### config.mk
export PLATFORM = sky130hd
export DESIGN_NAME = sipo_8
export DESIGN_NICKNAME = d
export VERILOG_FILES = /design/src/rtl/sipo_8.sv
export SDC_FILE = /design/constraint.sdc
export NUM_CORES = 1
export LEC_CHECK = 0
export ABC_AREA = 1
export BUFFER_PORTS_ARGS = -buffer_cell sky130_fd_sc_hd__buf_2
export CORE_ASPECT_RATIO = 0.9
export CORE_UTILIZATION = 35
export DETAILED_ROUTE_END_ITERATION = 10
export GPL_TIMING_DRIVEN = 0
export PLACE_DENSITY = 0.6
export SLEW_MARGIN = 20
export SYNTH_ARGS = -nofsm -noshare
export SYNTH_HDL_FRONTEND = slang
export SYNTH_SLANG_ARGS = --single-unit
export TNS_END_PERCENT = 30
### constraint.sdc
create_clock -name clk_baud -period 2.05 [get_ports clk_baud]
set_clock_uncertainty 0.2 [all_clocks]
set_input_delay 0.41 -clock clk_baud [delete_from_list [all_inputs] [get_ports clk_baud]]
set_output_delay 0.41 -clock clk_baud [all_outputs]
set_load 0.01 [all_outputs]
### src/rtl/sipo_8.sv
// UART-style serial-in parallel-out receiver: 8 data bits MSB first, oversampled by OSR,
// with a 3-sample majority vote at each bit centre and stop-bit framing check.
module sipo_8 #(
    parameter int unsigned OSR = 16
) (
    input  logic       clk_baud,
    input  logic       reset_n,
    input  logic       rxd,
    output logic [7:0] data_byte,
    output logic       rx_done,
    output logic       frame_err,
    output logic       rx_busy
);

    localparam int unsigned CntW = $clog2(OSR);
    localparam logic [CntW-1:0] CntHalf = CntW'(OSR / 2 - 1);
    localparam logic [CntW-1:0] CntFull = CntW'(OSR - 1);

    typedef enum logic [1:0] {StIdle, StStart, StData, StStop} state_e;

    state_e          state_q, state_d;
    logic [CntW-1:0] cnt_q, cnt_d;
    logic [2:0]      bit_cnt_q, bit_cnt_d;
    logic [7:0]      sr_q, sr_d;
    logic [7:0]      data_byte_q, data_byte_d;
    logic            rx_done_q, rx_done_d;
    logic            frame_err_q, frame_err_d;

    logic sync1_q, rxd_s_q, hist1_q, hist2_q;
    logic vote, fall;

    // Synchronizer plus two history taps feeding the majority vote
    always_ff @(posedge clk_baud or negedge reset_n) begin
        if (!reset_n) begin
            sync1_q <= 1'b1;
            rxd_s_q <= 1'b1;
            hist1_q <= 1'b1;
            hist2_q <= 1'b1;
        end else begin
            sync1_q <= rxd;
            rxd_s_q <= sync1_q;
            hist1_q <= rxd_s_q;
            hist2_q <= hist1_q;
        end
    end

    assign vote = (rxd_s_q & hist1_q) | (rxd_s_q & hist2_q) | (hist1_q & hist2_q);
    assign fall = ~rxd_s_q & hist1_q;

    always_ff @(posedge clk_baud or negedge reset_n) begin
        if (!reset_n) begin
            state_q     <= StIdle;
            cnt_q       <= '0;
            bit_cnt_q   <= '0;
            sr_q        <= '0;
            data_byte_q <= '0;
            rx_done_q   <= 1'b0;
            frame_err_q <= 1'b0;
        end else begin
            state_q     <= state_d;
            cnt_q       <= cnt_d;
            bit_cnt_q   <= bit_cnt_d;
            sr_q        <= sr_d;
            data_byte_q <= data_byte_d;
            rx_done_q   <= rx_done_d;
            frame_err_q <= frame_err_d;
        end
    end

    always_comb begin
        state_d     = state_q;
        cnt_d       = cnt_q;
        bit_cnt_d   = bit_cnt_q;
        sr_d        = sr_q;
        data_byte_d = data_byte_q;
        rx_done_d   = 1'b0;
        frame_err_d = frame_err_q;
        case (state_q)
            StIdle: begin
                if (fall) begin
                    state_d = StStart;
                    cnt_d   = '0;
                end
            end
            StStart: begin
                if (cnt_q == CntHalf) begin
                    cnt_d = '0;
                    if (vote) begin
                        state_d = StIdle;
                    end else begin
                        state_d   = StData;
                        bit_cnt_d = '0;
                    end
                end else begin
                    cnt_d = cnt_q + CntW'(1);
                end
            end
            StData: begin
                if (cnt_q == CntFull) begin
                    cnt_d     = '0;
                    sr_d      = {sr_q[6:0], vote};
                    bit_cnt_d = bit_cnt_q + 3'd1;
                    if (bit_cnt_q == 3'd7) begin
                        state_d = StStop;
                    end
                end else begin
                    cnt_d = cnt_q + CntW'(1);
                end
            end
            StStop: begin
                if (cnt_q == CntFull) begin
                    cnt_d   = '0;
                    state_d = StIdle;
                    if (vote) begin
                        data_byte_d = sr_q;
                        rx_done_d   = 1'b1;
                        frame_err_d = 1'b0;
                    end else begin
                        frame_err_d = 1'b1;
                    end
                end else begin
                    cnt_d = cnt_q + CntW'(1);
                end
            end
            default: state_d = StIdle;
        endcase
    end

    assign data_byte = data_byte_q;
    assign rx_done   = rx_done_q;
    assign frame_err = frame_err_q;
    assign rx_busy   = (state_q != StIdle);

endmodule

==> metrics <==
share of layout cells above drive strength 1 20.1%; Synth area leader dfrtp_1; synthesized instance count 142; most frequent cells in the layout nand2_1 (35), dfrtp_1 (27), inv_1 (20); Starting Density 36.4%; Crit Path Class reg2out; commonest non-fill, non-tap cell in the layout nand2_1; via density per instance 4.58; top cell type's share of synthesized area 50.1%; diodes inserted 0; Residual DRC 0; crit path DAT 1150 ps; CTS tree yes; fmax 567 MHz; antenna violations before repair 0; Clock Latency Late Sink 280 ps; Mapped Area 0.00135 mm^2; NumNets Final 169; routability-driven placement congestion ratio 0.805; Worst Hold Class in2reg; Cell variety after synth 22; post-layout min period 1760 ps; I/O pins 14; Slew headroom 55.2%; Worst EP required 1440 ps; Lkg Pwr 0.832 nW; worst reg2reg endpoint cnt_q[0]; routing usage on met3 4.51%; Post-CTS Setup Inserts 0; vias in the first global route 979; Worst Tran Pin Value 672 ps; Pins Over Slew Limit 0; M1 GR Usage 18.3%; Max Cap Viol 0; Sink Count 31; H-Tree Level Count 2; die area 0.00410 mm^2; Synth area leaders dfrtp_1 (50%), nand2_1 (9.7%), dfstp_2 (7.8%); # rows 21; crit end category output port; power per cell area 1060 mW/mm^2; Clock Tree Buf Depth 2; unrepaired setup endpoints after global routing false; setup violators final 0; first-pass GRT wire length 4250 um; gr busiest metal met2; cts bufs inserted 5; Post-Route WL 2420 um; Worst R2R Setup Slack 390 ps; placed insts 201; Vias 961; clock-pin slew on the worst setup and hold paths 60 ps; Critical Path Sink rx_busy; yosys warns 0; remaining antenna violation count after routing 0; initial DRC count 40; reg-to-reg startpoint cnt_q[0]; largest net degree at the start of global routing 32; Chip Width 67.4 um; syn avg cell area 9.49 um^2; final period utilization 86.0%; post-route non-filler standard cell count 210; WL/cell 11.5 um; status finished, final reports clean; CP Max Fanout 6; reg2reg path depth 6; Final TNS setup 0 ps; gr usage total 14.8%; hold_buf cts 1; Synthesized Nets 148; # port buffers 13; VDD IR max 0.479 mV; post-CTS resize count 0; register area share after synthesis 57.9%; core area 0.00370 mm^2; Startpoint Class flip-flop; Detailed Place HPWL 1770 um; synthesis-stage register bit count 31; Root Buffer clkbuf_8; met2 Track Usage GR 23.3%; area grow syn2layout 16.2%; Die Ht 60.9 um; count of final hold-check violations 0; grt ovf 0; Pre-antenna DRT Iters 4
-- worst max-delay path, stage by stage (launching register included) --
cell	delay (ps)
dfrtp_1	440
nor2_1	220
inv_1	80
buf_2	140
-- sequential cells by signal, summed over array words and instances, names as in the netlist, named ones only --
name / count
sync1_q: 1
hist2_q: 1
hist1_q: 1
bit_cnt_q: 3
sr_q: 8
rxd_s_q: 1
rx_done: 1
data_byte: 8
cnt_q: 4
frame_err: 1
state_q: 1
-- cell families after synthesis --
group	share of synthesized area [%]
AOI/OAI and AO/OA	9.10
buffers and inverters	7.61
DFF	57.9
adders and majority gates	2.79
and+or+nand+nor	21.3
xor gates and xnor gates	1.30
-- per-layer routing --
| metal | part of all wire [%] | wire [um] | up-vias |
|---|---|---|---|
| met2 | 45 | 1090 | 15 |
| li1 | - | - | 481 |
| met3 | 4.7 | 113 | 6 |
| met1 | 49 | 1180 | 459 |
| met5 | 0 | 0 | - |
| met4 | 1.8 | 44 | 0 |
-- Yosys cell counts --
cell,number
nor2_8,1
ha_1,3
nand2_4,1
dfstp_2,4
nand3b_1,2
clkinv_2,1
buf_8,1
nand2_2,1
nor2_1,13
a21oi_1,9
a22o_1,1
buf_4,1
nor2_4,1
o21ai_0,12
nand3_1,5
dfrtp_1,27
nand3_4,1
inv_1,20
xor2_1,1
nand2_1,35
xnor2_1,1
o21ai_2,1
-- per-stage QoR --
stage | worst slack, ps | utilization (%) | hold slack, ps | total power, mW | area [um^2]
floorplan | 527 | - | -85.6 | 1.09 | 1350
global placement | 398 | 39.7 | 149 | 1.19 | 1470
detailed placement | 378 | 39.7 | 149 | 1.22 | 1470
CTS | 285 | 42.2 | 32.5 | 1.68 | 1570
global route | 213 | 42.2 | 24.0 | 1.78 | 1570
finish | 287 | 42.2 | 38.0 | 1.66 | 1570
-- worst min path at each step --
stage	from	end	slack [ps]	depth (start not counted)
2_1_floorplan	reset_n	async pin	-90	0
3_3_place_gp	sync1_q	rxd_s_q	150	0
5_1_grt	rxd	sync1_q	20	1
6_report	rxd	sync1_q	40	1
3_5_place_dp	sync1_q	rxd_s_q	150	0
4_1_cts	rxd	sync1_q	30	1
-- layout make-up --
| type | count | area (um^2) |
|---|---|---|
| fill | 376 | 2140 |
| sequential | 31 | 781 |
| multi-input combinational | 88 | 464 |
| inverter | 21 | 80.1 |
| timing repair buffer | 14 | 75.1 |
| clock buffer | 6 | 72.6 |
| tap | 46 | 57.6 |
| buffer | 2 | 22.5 |
| clock inverter | 2 | 12.5 |
-- where the power goes --
group / leakage, nW / switching, mW / internal (mW) / total, mW
registers: 0.410 / 0.0827 / 0.699 / 0.782
clock network: 0.0412 / 0.216 / 0.237 / 0.453
logic: 0.381 / 0.267 / 0.158 / 0.425
Power figures use the tool's default switching activity.
